<file path="src/rtl/vrf_pkg.sv">
`default_nettype none
// ============================================================================
// vrf_pkg : shared widths and write-request type for the vector register file
// Rev 1.0
// ============================================================================
package vrf_pkg;
   localparam int VRF_DATA_W       = 32;
   localparam int VRF_IDX_W        = 10;
   localparam int VRF_NUM_WR_PORTS = 2;

   // index[4:0] selects the register, index[9:5] the element
   typedef struct packed {
      logic [VRF_IDX_W-1:0]  index;
      logic [VRF_DATA_W-1:0] msg;
   } vrf_wr_req_t;
endpackage
`default_nettype wire

</file>
<file path="src/rtl/vrf_write_scheduler_if.sv">
`default_nettype none
// ============================================================================
// vrf_write_scheduler_if : producer request port and dual RF write ports
// Optional conflict_cnt when VRF_WSCHED_STATS_EN is defined.  Rev 1.0
// ============================================================================
interface vrf_write_scheduler_if
   import vrf_pkg::*;
#(
   parameter int DEPTH  = 8,
   parameter int DATA_W = VRF_DATA_W,
   parameter int IDX_W  = VRF_IDX_W
) ();
   localparam int CNT_W = $clog2(DEPTH) + 1;

   logic [DATA_W-1:0] recv_msg;
   logic [IDX_W-1:0]  recv_index;
   logic              recv_val;
   logic              recv_rdy;
   logic [DATA_W-1:0] send_msg_0;
   logic [DATA_W-1:0] send_msg_1;
   logic [IDX_W-1:0]  send_index_0;
   logic [IDX_W-1:0]  send_index_1;
   logic              send_val_0;
   logic              send_val_1;
   logic              send_rdy_0;
   logic              send_rdy_1;
   logic [CNT_W-1:0]  occupancy;
`ifdef VRF_WSCHED_STATS_EN
   logic [15:0]       conflict_cnt;
`endif

   modport slave (
      input  recv_msg, recv_index, recv_val, send_rdy_0, send_rdy_1,
      output recv_rdy, send_msg_0, send_msg_1, send_index_0, send_index_1,
             send_val_0, send_val_1, occupancy
`ifdef VRF_WSCHED_STATS_EN
      , output conflict_cnt
`endif
   );

   modport master (
      output recv_msg, recv_index, recv_val, send_rdy_0, send_rdy_1,
      input  recv_rdy, send_msg_0, send_msg_1, send_index_0, send_index_1,
             send_val_0, send_val_1, occupancy
`ifdef VRF_WSCHED_STATS_EN
      , input conflict_cnt
`endif
   );
endinterface
`default_nettype wire

</file>
<file path="src/rtl/vrf_wr_fifo.sv">
`default_nettype none
// ============================================================================
// vrf_wr_fifo : in-order write buffer exposing head and head+1, pop by 0/1/2
// Rev 1.0
// ============================================================================
module vrf_wr_fifo #(
   parameter int DEPTH  = 8,
   parameter int DATA_W = 32,
   parameter int IDX_W  = 10
) (
   input  logic                     clk,
   input  logic                     reset,
   input  logic                     push_i,
   input  logic [IDX_W-1:0]         push_idx_i,
   input  logic [DATA_W-1:0]        push_msg_i,
   input  logic [1:0]               pop_i,
   output logic [IDX_W-1:0]         head0_idx_o,
   output logic [DATA_W-1:0]        head0_msg_o,
   output logic [IDX_W-1:0]         head1_idx_o,
   output logic [DATA_W-1:0]        head1_msg_o,
   output logic [$clog2(DEPTH):0]   count_o
);
   localparam int PTR_W = $clog2(DEPTH);
   localparam int CNT_W = PTR_W + 1;

   logic [IDX_W-1:0]  idx_mem_q [DEPTH];
   logic [DATA_W-1:0] msg_mem_q [DEPTH];
   logic [PTR_W-1:0]  head_q, head_d, tail_q, tail_d, w_head1;
   logic [CNT_W-1:0]  count_q, count_d;

   // Power-of-two depth: pointer arithmetic wraps naturally by truncation
   always_comb begin
      head_d  = head_q + PTR_W'(pop_i);
      tail_d  = tail_q + PTR_W'(push_i);
      count_d = count_q + CNT_W'(push_i) - CNT_W'(pop_i);
   end

   always_ff @(posedge clk or negedge reset) begin
      if (!reset) begin
         head_q  <= '0;
         tail_q  <= '0;
         count_q <= '0;
      end else begin
         head_q  <= head_d;
         tail_q  <= tail_d;
         count_q <= count_d;
      end
   end

   always_ff @(posedge clk) begin
      if (push_i) begin
         idx_mem_q[tail_q] <= push_idx_i;
         msg_mem_q[tail_q] <= push_msg_i;
      end
   end

   assign w_head1     = head_q + PTR_W'(1);
   assign head0_idx_o = idx_mem_q[head_q];
   assign head0_msg_o = msg_mem_q[head_q];
   assign head1_idx_o = idx_mem_q[w_head1];
   assign head1_msg_o = msg_mem_q[w_head1];
   assign count_o     = count_q;
endmodule
`default_nettype wire

</file>
<file path="src/rtl/vrf_write_scheduler.sv">
`default_nettype none
// ============================================================================
// vrf_write_scheduler : buffers write requests and drains up to two per cycle
// Optional stats via VRF_WSCHED_STATS_EN.  Rev 1.0
// ============================================================================
module vrf_write_scheduler
   import vrf_pkg::*;
#(
   parameter int DEPTH  = 8,
   parameter int DATA_W = VRF_DATA_W,
   parameter int IDX_W  = VRF_IDX_W
) (
   input  logic                  clk,
   input  logic                  reset,
   vrf_write_scheduler_if.slave  bus
);
   localparam int CNT_W = $clog2(DEPTH) + 1;

   logic [CNT_W-1:0]  w_count;
   logic [IDX_W-1:0]  w_h0_idx, w_h1_idx;
   logic [DATA_W-1:0] w_h0_msg, w_h1_msg;
   logic              rdy_en_q;
   logic              w_push, w_val0, w_val1, w_same_idx, w_fire0, w_fire1;
   logic [1:0]        w_pop;

   vrf_wr_fifo #(
      .DEPTH  (DEPTH),
      .DATA_W (DATA_W),
      .IDX_W  (IDX_W)
   ) u_fifo (
      .clk         (clk),
      .reset       (reset),
      .push_i      (w_push),
      .push_idx_i  (bus.recv_index),
      .push_msg_i  (bus.recv_msg),
      .pop_i       (w_pop),
      .head0_idx_o (w_h0_idx),
      .head0_msg_o (w_h0_msg),
      .head1_idx_o (w_h1_idx),
      .head1_msg_o (w_h1_msg),
      .count_o     (w_count)
   );

   // Keeps recv_rdy low while reset is held; rises on the first clock after release
   always_ff @(posedge clk or negedge reset) begin
      if (!reset) rdy_en_q <= 1'b0;
      else        rdy_en_q <= 1'b1;
   end

   assign bus.recv_rdy = rdy_en_q && (w_count < CNT_W'(DEPTH));
   assign w_push       = bus.recv_val && bus.recv_rdy;

   assign w_same_idx = (w_count >= CNT_W'(2)) && (w_h0_idx == w_h1_idx);
   assign w_val0     = (w_count != '0);
   assign w_val1     = (w_count >= CNT_W'(2)) && !w_same_idx && bus.send_rdy_0;
   assign w_fire0    = w_val0 && bus.send_rdy_0;
   assign w_fire1    = w_val1 && bus.send_rdy_1;
   assign w_pop      = {1'b0, w_fire0} + {1'b0, w_fire1};

   assign bus.send_val_0   = w_val0;
   assign bus.send_val_1   = w_val1;
   assign bus.send_msg_0   = w_val0 ? w_h0_msg : '0;
   assign bus.send_index_0 = w_val0 ? w_h0_idx : '0;
   assign bus.send_msg_1   = w_val1 ? w_h1_msg : '0;
   assign bus.send_index_1 = w_val1 ? w_h1_idx : '0;
   assign bus.occupancy    = w_count;

`ifdef VRF_WSCHED_STATS_EN
   logic [15:0] conflict_cnt_q, conflict_cnt_d;

   always_comb begin
      conflict_cnt_d = conflict_cnt_q;
      if (w_same_idx && bus.send_rdy_0 && (conflict_cnt_q != 16'hFFFF))
         conflict_cnt_d = conflict_cnt_q + 16'd1;
   end

   always_ff @(posedge clk or negedge reset) begin
      if (!reset) conflict_cnt_q <= '0;
      else        conflict_cnt_q <= conflict_cnt_d;
   end

   assign bus.conflict_cnt = conflict_cnt_q;
`endif
endmodule
`default_nettype wire

</file>
<file path="src/flat_wrapper.sv">
// flat-port wrapper written by rule: the top's interface ports become plain ports
module vrf_write_scheduler_flat import vrf_pkg::*;
#(
   parameter int DEPTH  = 8,
   parameter int DATA_W = VRF_DATA_W,
   parameter int IDX_W  = VRF_IDX_W
)
  (clk, reset, bus_recv_msg, bus_recv_index, bus_recv_val, bus_send_rdy_0, bus_send_rdy_1, bus_recv_rdy, bus_send_msg_0, bus_send_msg_1, bus_send_index_0, bus_send_index_1, bus_send_val_0, bus_send_val_1, bus_occupancy);
  vrf_write_scheduler_if #(.DEPTH(DEPTH), .DATA_W(DATA_W), .IDX_W(IDX_W)) bus_i ();
  input  logic clk;
  input  logic reset;
  input wire logic [$bits(bus_i.recv_msg)-1:0] bus_recv_msg;
  input wire logic [$bits(bus_i.recv_index)-1:0] bus_recv_index;
  input wire logic [$bits(bus_i.recv_val)-1:0] bus_recv_val;
  input wire logic [$bits(bus_i.send_rdy_0)-1:0] bus_send_rdy_0;
  input wire logic [$bits(bus_i.send_rdy_1)-1:0] bus_send_rdy_1;
  output wire logic [$bits(bus_i.recv_rdy)-1:0] bus_recv_rdy;
  output wire logic [$bits(bus_i.send_msg_0)-1:0] bus_send_msg_0;
  output wire logic [$bits(bus_i.send_msg_1)-1:0] bus_send_msg_1;
  output wire logic [$bits(bus_i.send_index_0)-1:0] bus_send_index_0;
  output wire logic [$bits(bus_i.send_index_1)-1:0] bus_send_index_1;
  output wire logic [$bits(bus_i.send_val_0)-1:0] bus_send_val_0;
  output wire logic [$bits(bus_i.send_val_1)-1:0] bus_send_val_1;
  output wire logic [$bits(bus_i.occupancy)-1:0] bus_occupancy;
  assign bus_i.recv_msg = bus_recv_msg;
  assign bus_i.recv_index = bus_recv_index;
  assign bus_i.recv_val = bus_recv_val;
  assign bus_i.send_rdy_0 = bus_send_rdy_0;
  assign bus_i.send_rdy_1 = bus_send_rdy_1;
  assign bus_recv_rdy = bus_i.recv_rdy;
  assign bus_send_msg_0 = bus_i.send_msg_0;
  assign bus_send_msg_1 = bus_i.send_msg_1;
  assign bus_send_index_0 = bus_i.send_index_0;
  assign bus_send_index_1 = bus_i.send_index_1;
  assign bus_send_val_0 = bus_i.send_val_0;
  assign bus_send_val_1 = bus_i.send_val_1;
  assign bus_occupancy = bus_i.occupancy;
  vrf_write_scheduler #(.DEPTH(DEPTH), .DATA_W(DATA_W), .IDX_W(IDX_W)) u_core (.clk(clk), .reset(reset), .bus(bus_i));
endmodule
</file>
<file path="config.mk">
export PLATFORM = sky130hd
export DESIGN_NAME = vrf_write_scheduler_flat
export DESIGN_NICKNAME = d
export VERILOG_FILES = /design/src/rtl/vrf_pkg.sv /design/src/rtl/vrf_write_scheduler_if.sv /design/src/rtl/vrf_wr_fifo.sv /design/src/rtl/vrf_write_scheduler.sv /design/src/flat_wrapper.sv
export SDC_FILE = /design/constraint.sdc
export NUM_CORES = 1
export LEC_CHECK = 0
export BUFFER_PORTS_ARGS = -buffer_cell sky130_fd_sc_hd__buf_2
export CORE_ASPECT_RATIO = 1.1
export CORE_UTILIZATION = 55
export CTS_BUF_LIST = sky130_fd_sc_hd__clkbuf_8
export DETAILED_ROUTE_END_ITERATION = 12
export MAX_ROUTING_LAYER = met4
export PLACE_DENSITY = 0.82
export SKIP_CTS_REPAIR_TIMING = 1
export SYNTH_ARGS = -nofsm -noshare
export SYNTH_HDL_FRONTEND = slang
export SYNTH_SLANG_ARGS = --single-unit
</file>
<file path="constraint.sdc">
create_clock -name clk -period 12.76 [get_ports clk]
set_input_delay 1.914 -clock clk [delete_from_list [all_inputs] [get_ports clk]]
set_output_delay 1.914 -clock clk [all_outputs]
set_load 0.1 [all_outputs]
</file>
=== After elaboration in Yosys (flattened, before gate mapping) ===
Memory sizes are Yosys's and may differ from the RTL's.
Index checks and enable logic that the tools add are counted.

* Register bits: 11
* RAM bits: 336
* Input bits: 47
* Output and inout port bits: 91
* Word-level logic and storage cells: 30
* Memories: 2

{| class="wikitable"
|+ Memory list
! memory !! depth !! width !! rd ports !! clocked after Yosys merged registers in !! wr ports !! line !! text
|-
| u_core.u_fifo.msg_mem_q || 8 || 32 || 2 || 0 || 1 || vrf_wr_fifo.sv:27 || <nowiki>logic [DATA_W-1:0] msg_mem_q [DEPTH];</nowiki>
|-
| u_core.u_fifo.idx_mem_q || 8 || 10 || 2 || 0 || 1 || vrf_wr_fifo.sv:26 || <nowiki>logic [IDX_W-1:0] idx_mem_q [DEPTH];</nowiki>
|}

* Add/sub/neg operators: 6
* $lt $le $gt $ge: 2
* Equal/unequal tests: 1
* Multiplexer cells: 6
* Reduce and logical (&&, ||, !) cells: 9

{| class="wikitable"
|+ Operator list
! operator !! count
|-
| $mux W32 || 2
|-
| $mux W10 || 2
|-
| $eq A10 B10 Y1 || 1
|-
| $logic_and A1 B1 Y1 || 7
|-
| $add A4 B1 Y4 || 1
|-
| $ge A4 B2 Y1 const B || 1
|-
| $lt A4 B4 Y1 const B || 1
|-
| $reduce_bool A4 Y1 || 1
|-
| $sub A4 B2 Y4 || 1
|-
| $add A3 B1 Y3 || 1
|-
| $add A3 B1 Y3 const B || 1
|-
| $add A3 B2 Y3 || 1
|-
| $add A1 B1 Y2 || 1
|-
| $mux W1 || 2
|-
| $logic_not A1 Y1 || 1
|}

=== Longest topological paths before layout ===
Gate-level depths: netlist of the first run.
An unclocked memory read counts as a cell.

* Depth after elaboration: 10
* Mapped depth: 18
* Gate-level depth less buffers: 15

=== Cells and area by module ===
From an unflattened synthesis of the first run, not the netlist that was laid out.

* Cells, all modules: 1098
* Area total of the unflattened synthesis: 17336.6 sq um

{| class="wikitable"
|+ By module, submodules not included
! module !! times used !! cells each !! area each (sq um) !! sequential area each (sq um)
|-
| vrf_wr_fifo || 1 || 982 || 16443.3 || 10339.9
|-
| vrf_write_scheduler || 1 || 116 || 893.4 || 25.0
|}

=== Least setup slack after synthesis of the first run ===
OpenSTA, ideal clock, no wires.

* Path kind: flip-flop to output port
* Start point: register u_core.u_fifo.head_q[0]
* End point: output port bus_send_index_1[2]
* Arrival: 4.659 ns
* Setup slack: 6.187 ns
* Cell stages (with the launch flop): 11
* Cells stage by stage: dfrtp_1 > ha_1 > buf_6 > buf_2 > mux2i_1 > mux4_2 > xnor2_1 > nor3_1 > a31oi_1 > nor4b_4 > nor3b_1

* Longest elaborated chain between the ends: 8

{| class="wikitable"
|+ RTL lines
! what !! line !! text
|-
| from (decl) || vrf_wr_fifo.sv:28 || <nowiki>logic [PTR_W-1:0] head_q, head_d, tail_q, tail_d, w_head1;</nowiki>
|-
| from (signal assigned) || vrf_wr_fifo.sv:40 || <nowiki>head_q <= '0;</nowiki>
|-
| from (signal assigned) || vrf_wr_fifo.sv:44 || <nowiki>head_q <= head_d;</nowiki>
|-
| $add A3 B1 Y3 || vrf_wr_fifo.sv:57 || <nowiki>assign w_head1 = head_q + PTR_W'(1);</nowiki>
|-
| $mem_v2 Z8 W10 (*) || n/a ||
|-
| $eq A10 B10 Y1 || vrf_write_scheduler.sv:53 || <nowiki>assign w_same_idx = (w_count >= CNT_W'(2)) && (w_h0_idx == w_h1_idx);</nowiki>
|-
| $logic_and A1 B1 Y1 || vrf_write_scheduler.sv:53 ||
|-
| $logic_not A1 Y1 || vrf_write_scheduler.sv:55 || <nowiki>assign w_val1 = (w_count >= CNT_W'(2)) && !w_same_idx && bus.send_rdy_0;</nowiki>
|-
| $logic_and A1 B1 Y1 (2 in a row) || vrf_write_scheduler.sv:55 ||
|-
| $mux W10 (*) || vrf_write_scheduler.sv:65 || <nowiki>assign bus.send_index_1 = w_val1 ? w_h1_idx : '0;</nowiki>
|-
| to (decl) || flat_wrapper.sv:21 || <nowiki>output wire logic [$bits(bus_i.send_index_1)-1:0] bus_send_index_1;</nowiki>
|}

Every way passes the cells marked *; elsewhere a longest branch is shown, timed or not.

=== Worst setup path in the final report of the first run ===
* Start point: register u_core.u_fifo.head_q[0]
* End point: output port bus_send_msg_1[13]

* Longest elaborated chain between the ends: 8
* Elaborated cells between the ends (all ways): 9
* Classes of those cells: add/sub: 1; eq/ne: 1; mux: 1; reduce/logical: 4; memory: 2

{| class="wikitable"
|+ RTL lines
! what !! line !! text
|-
| $add A3 B1 Y3 || vrf_wr_fifo.sv:57 ||
|-
| $mem_v2 Z8 W10 || n/a ||
|-
| $eq A10 B10 Y1 || vrf_write_scheduler.sv:53 ||
|-
| $logic_and A1 B1 Y1 || vrf_write_scheduler.sv:53 ||
|-
| $logic_not A1 Y1 || vrf_write_scheduler.sv:55 ||
|-
| $logic_and A1 B1 Y1 (2 in a row) || vrf_write_scheduler.sv:55 ||
|-
| $mux W32 (*) || vrf_write_scheduler.sv:64 || <nowiki>assign bus.send_msg_1 = w_val1 ? w_h1_msg : '0;</nowiki>
|-
| to (decl) || flat_wrapper.sv:19 || <nowiki>output wire logic [$bits(bus_i.send_msg_1)-1:0] bus_send_msg_1;</nowiki>
|}

Marked as above.

==> results_dict.tcl, run 1 <==
set metrics [dict create \
    status "complete, no violations" \
    r2r_cells 16 \
    grt_setup_unrepaired "no" \
    routed_wl_um 38700 \
    setup_ws_ps 5150 \
    fin_skew_ps 25.0 \
    start_util_pct 55.7 \
    rows 67 \
    layout-drive-gt1-share_pct 37.0 \
    vias 9810 \
    drtIter0Drc 866 \
    crit_path_start "u_core.u_fifo.head_q[0]$_DFF_PN0_" \
    layout.nets 1156 \
    synthesis.area_um2 17000 \
    fmaxAchievable_mhz 131 \
    dieArea_um2 31500 \
    hpwl_um 22300 \
    synth-seq-cells 347 \
    synthCells 954 \
    fin_cells 1552 \
    crit_family "buffers and inverters" \
    r2r_setup_slack_ps 6410 \
    crit_cells 11 \
    drv_cap 0 \
    synthTopCellsByArea "edfxtp_1 (60%), mux4_2 (21%), mux2i_1 (3.4%)" \
    endpoint_kind "output port" \
    die_h_um 186 \
    fin_crit_ps 7610 \
    grt_max_degree 54 \
    slowest_delay_ps 780 \
    worst_slew_pin_slew_ps 1150 \
    root_buffer "clkbuf_8" \
    worstSetupStartpointType "flop" \
    cp_cell_sequence "buf_4 > buf_4 > mux4_1 > xor2_1 > mux4_2 > nor4_2 > nand4_1 > nor4b_4 > buf_4 > nor3_1 > buf_2" \
    crit_fanout 53 \
    cpMostUsedCell "buf_4" \
    critical_path_required_ps 10850 \
    clock_path_buffers 3 \
    crit_type "reg2out" \
    synth_edf_count 336 \
    yosys_warnings 0 \
    slew_headroom_pct 23.1 \
    place_congestion 0.863 \
    die-width_um 169 \
    cts_sinks 347 \
    synth.distinct_cells 46 \
    portBuffers 137 \
    ys.flop_type "edfxtp_1" \
    endpoint "bus_send_msg_1[13]" \
    grt_pass1_vias 9996 \
    async_flop_share_pct 3.17 \
    fin_hold_ws_ps 545 \
    grt_first_pass_wirelength_um 57200 \
    critPathSlowestCell "dfrtp_4" \
    clk_latency_ps 580 \
    min_from "u_core.u_fifo.tail_q[0]$_DFF_PN0_" \
    firstDrtPassIters 5 \
    dp.cells 1457 \
    r2r-start "u_core.u_fifo.head_q[0]$_DFF_PN0_" \
    hold_path_class "reg2reg" \
    drtAntennaViolNets 0 \
    numCtsBuffers 51 \
    finalCritPeriodShare_pct 59.7 \
    post_drt_wl_per_cell_um 25.0 \
    syn_area_per_cell_um2 17.8 \
    dp_slack_ps 5660 \
    via_per_inst 6.32 \
    cts_tree "done" \
    area_growth_pct 11.9 \
    tns_ps 0 \
    htreeDepth 2 \
    ios 138 \
    critPathBufInv 4 \
    core_area_um2 30400 \
    clk_transition_reported_paths_ps 60 \
    drc_errors 0 \
    fill_cells 2151 \
    overflow 0 \
    synth.top_cell.area_share_pct 59.5 \
    yosysSeqAreaShare_pct 61.1 \
    antenna_found_initial 6 \
    finalHoldViolCount 0 \
    arrival_ps 5700 \
    r2r-end "u_core.u_fifo.count_o[2]$_DFF_PN0_" \
    setup_viol 0 \
    grt_usage_pct 25.5 \
    drv_slew 0 \
    synth_fp_nets 1014 \
    synth_top_area_cell "edfxtp_1" \
]
[per-stage QoR]
step | cell area, um2 | util [%]
3_3_place_gp | 18100 | 59.4
6_report | 19000 | 62.3
2_1_floorplan | 17000 | -
4_1_cts | 19000 | 62.3
5_1_grt | 19000 | 62.3
3_5_place_dp | 18100 | 59.4
[metal layers]
metal	global-route usage (%)	vias to the layer above	part of all wire, %
li1	-	4210	-
met3	3.81	87	7.2
met2	42.8	454	52
met5	-	-	0
met4	9.91	0	2.6
met1	31.5	5059	38
[sequential cells by signal, summed over array words and instances, names as in the netlist]
signal / cells
u_core.u_fifo.count_o: 4
u_core.rdy_en_q: 1
u_core.u_fifo.idx_mem_q: 80
u_core.u_fifo.msg_mem_q: 256
u_core.u_fifo.head_q: 3
u_core.u_fifo.tail_q: 3
[Yosys cell counts (11+ instances only)]
| cell type | number |
|---|---|
| buf_2 | 18 |
| nor3_1 | 36 |
| nand2_1 | 92 |
| edfxtp_1 | 336 |
| ha_1 | 11 |
| mux4_2 | 161 |
| clkbuf_1 | 27 |
| mux2i_1 | 58 |
| xor2_1 | 21 |
| buf_1 | 14 |
| dfrtp_1 | 11 |
| a21oi_1 | 47 |
| nor2_1 | 13 |
| xnor2_1 | 15 |
[placed cells by master, fill, tap and decap left out, types with 5 or more instances in the layout]
cell and n:
edfxtp_1 336, mux4_2 161, buf_2 137, nand2_1 90, mux2i_1 58, clkbuf_8 53, a21oi_1 47, nor3_1 34
inv_1 24, xor2_1 21, buf_4 19, xnor2_1 15, nor3_2 12, clkinv_1 11, clkinv_2 11, ha_1 10
nand2b_1 8, dfrtp_1 8, mux2_2 7, mux4_1 7, nor2_4 7, diode_2 6, nor2_1 6, nor2b_1 5
a22oi_1 5, o22ai_1 5
[cell type report]
type	count	area, um2	area share (%)
Timing Repair Buffer	156	828	4.37
Clock inverter	36	156	0.825
Antenna cell	6	15.0	0.0792
Sequential cell	347	10400	54.7
Inverter	12	45.0	0.237
Tap cell	414	518	2.73
Clock buffer	53	729	3.85
Multi-Input combinational cell	528	6300	33.2
[how the worst min path moves through the flow]
| stage | to | slack, ps | depth (start not counted) |
|---|---|---|---|
| after CTS | u_core.u_fifo.tail_q[0]$_DFF_PN0_ | 540 | 1 |
| after global placement | u_core.u_fifo.tail_q[0]$_DFF_PN0_ | 500 | 1 |
| after detailed placement | u_core.u_fifo.tail_q[0]$_DFF_PN0_ | 530 | 1 |
| after floorplan | u_core.u_fifo.tail_q[0]$_DFF_PN0_ | 490 | 1 |
| after global routing | u_core.u_fifo.tail_q[0]$_DFF_PN0_ | 600 | 1 |
| final | u_core.u_fifo.tail_q[0]$_DFF_PN0_ | 550 | 1 |
[cells by family after synthesis]
logic type | Yosys count | synth area share (%)
multiplexers | 233 | 26.4
XOR/XNOR | 36 | 1.86
adder cells (fa/ha/maj) | 13 | 1.05
flip-flops | 347 | 61.1
other | 1 | 0.0221
AND/OR/NAND/NOR | 180 | 5.21
AO/OA/AOI/OAI | 65 | 2.17
buffers and inverters | 79 | 2.19
Power of run 1 is left out: the tool's default activity adds up to more than one toggle a clock period on the data nets, which glitch-free logic cannot reach.
==> inputs of run 2 (changes only) <==
PLACE_DENSITY = 0.85   (was 0.82)
clock period = 6.7 ns   (was 12.76 ns; I/O delays follow)
==> results_dict.tcl, run 2 (synthesis gave the netlist of run 1 again) <==
set metrics [dict create \
    status "complete, no violations" \
    drv_cap 0 \
    layout.nets 1157 \
    drtIter0Drc 1121 \
    layout-drive-gt1-share_pct 36.9 \
    antenna_found_initial 6 \
    cts_tree "done" \
    setup_viol 0 \
    final_cell_mix "edfxtp_1 (336), mux4_2 (161), buf_2 (137), nand2_1 (90), mux2i_1 (58)" \
    core_area_um2 30400 \
    area_growth_pct 12.3 \
    grt_setup_unrepaired "no" \
    crit_path_start "u_core.u_fifo.head_q[0]$_DFF_PN0_" \
    crit_family "buffers and inverters" \
    grt_pass1_vias 10100 \
    vias 10000 \
    slowest_delay_ps 670 \
    critical_path_required_ps 5690 \
    clock_path_buffers 3 \
    worst_slew_pin_slew_ps 1140 \
    r2r-end "u_core.u_fifo.count_o[2]$_DFF_PN0_" \
    slew_headroom_pct 23.7 \
    critPathBufInv 3 \
    fin_skew_ps 26.0 \
    cts_sinks 347 \
    drv_slew 0 \
    routed_wl_um 39700 \
    firstDrtPassIters 6 \
    r2r-start "u_core.u_fifo.head_q[0]$_DFF_PN0_" \
    endpoint "bus_send_msg_1[15]" \
    crit_fanout 34 \
    rows 67 \
    numCtsBuffers 51 \
    r2r_cells 15 \
    start_util_pct 55.7 \
    root_buffer "clkbuf_8" \
    fin_hold_ws_ps 275 \
    portBuffers 137 \
    critPathSlowestCell "dfrtp_4" \
    drtAntennaViolNets 0 \
    die_h_um 186 \
    htreeDepth 2 \
    crit_cells 10 \
    ios 138 \
    tns_ps 0 \
    worstSetupStartpointType "flop" \
    post_drt_wl_per_cell_um 25.5 \
    fmaxAchievable_mhz 170 \
    dieArea_um2 31500 \
    largest_register "u_core.u_fifo.msg_mem_q" \
    die-width_um 169 \
    place_congestion 0.846 \
    grt_first_pass_wirelength_um 59100 \
    utilization_pct 62.6 \
    via_per_inst 6.42 \
    final_common_cell "edfxtp_1" \
    endpoint_kind "output port" \
    r2r_setup_slack_ps 1210 \
    cpMostUsedCell "buf_4" \
    hold_path_class "in2async" \
    crit_type "reg2out" \
    drc_errors 0 \
    finalHoldViolCount 0 \
    cp_cell_sequence "ha_4 > buf_4 > mux4_2 > nand4b_1 > a222oi_1 > nand4_1 > nor4b_4 > buf_4 > nor3_1 > buf_2" \
    fin_crit_ps 5880 \
    grt_usage_pct 26.3 \
    finalCritPeriodShare_pct 87.7 \
    overflow 0 \
    grt_max_degree 69 \
    largest_register_ffs 256 \
    hpwl_um 23800 \
    clk_transition_reported_paths_ps 70 \
    arrival_ps 4870 \
    clk_latency_ps 590 \
]
run 2: cell count changes in the layout (fill, tap and decap cells not counted), sizes merged:
cell      previous run  this run
diode                6         7
buf                156       157
clkinvlp             0         2
bufinv               0         2
clkinv              22        21
inv                 26        28
clkbuf              53        52
run 2: routing by layer:
metal	GRT usage [%]	routed length (um)
met3	4.66	3420
met1	34.6	15100
met5	-	0
met4	8.43	947
met2	42.4	20200
run 2: worst reg2reg max path, stage by stage, from the launching register on:
cell      delay [ps]
dfrtp_4          670
ha_4             670
buf_4            450
mux4_2           600
nand4b_1         190
a222oi_1         380
nand4_1          200
nor4b_4          260
buf_4            340
nor3b_1          110
ha_1             340
ha_1             280
inv_1             50
ha_1             220
fa_1             440
xor2_1           180
run 2: per-stage QoR:
step / cell area [um2] / worst slack, ps / cells
floorplan: 17000 / 624 / 954
global placement: 18100 / 1320 / 1458
detailed placement: 18100 / 1190 / 1458
CTS: 19000 / 776 / 1551
global route: 19000 / 539 / 1557
finish: 19000 / 821 / 1558
run 2: how the worst min path moves through the flow:
| stage | to | depth (start not counted) | slack (ps) |
|---|---|---|---|
| after floorplan | u_core.u_fifo.tail_q[0]$_DFF_PN0_ | 1 | 490 |
| after global placement | u_core.u_fifo.tail_q[0]$_DFF_PN0_ | 1 | 510 |
| after detailed placement | u_core.u_fifo.tail_q[0]$_DFF_PN0_ | 1 | 510 |
| after CTS | u_core.u_fifo.tail_q[2]$_DFF_PN0_ | 1 | 260 |
| after global routing | u_core.u_fifo.count_o[1]$_DFF_PN0_ | 1 | 280 |
| final | u_core.u_fifo.tail_q[2]$_DFF_PN0_ | 1 | 270 |
run 2: cell type report:
type                    instances  area, um2
fillers                      2103      11400
flip-flops and latches        347      10400
multi-input cells             528       6300
repair buffers                157        836
clock buffers                  52        716
well taps                     414        518
clock inverters                41        229
inverters                      12       45.0
diodes                          7       17.5
Power of run 2 is left out for the same reason.
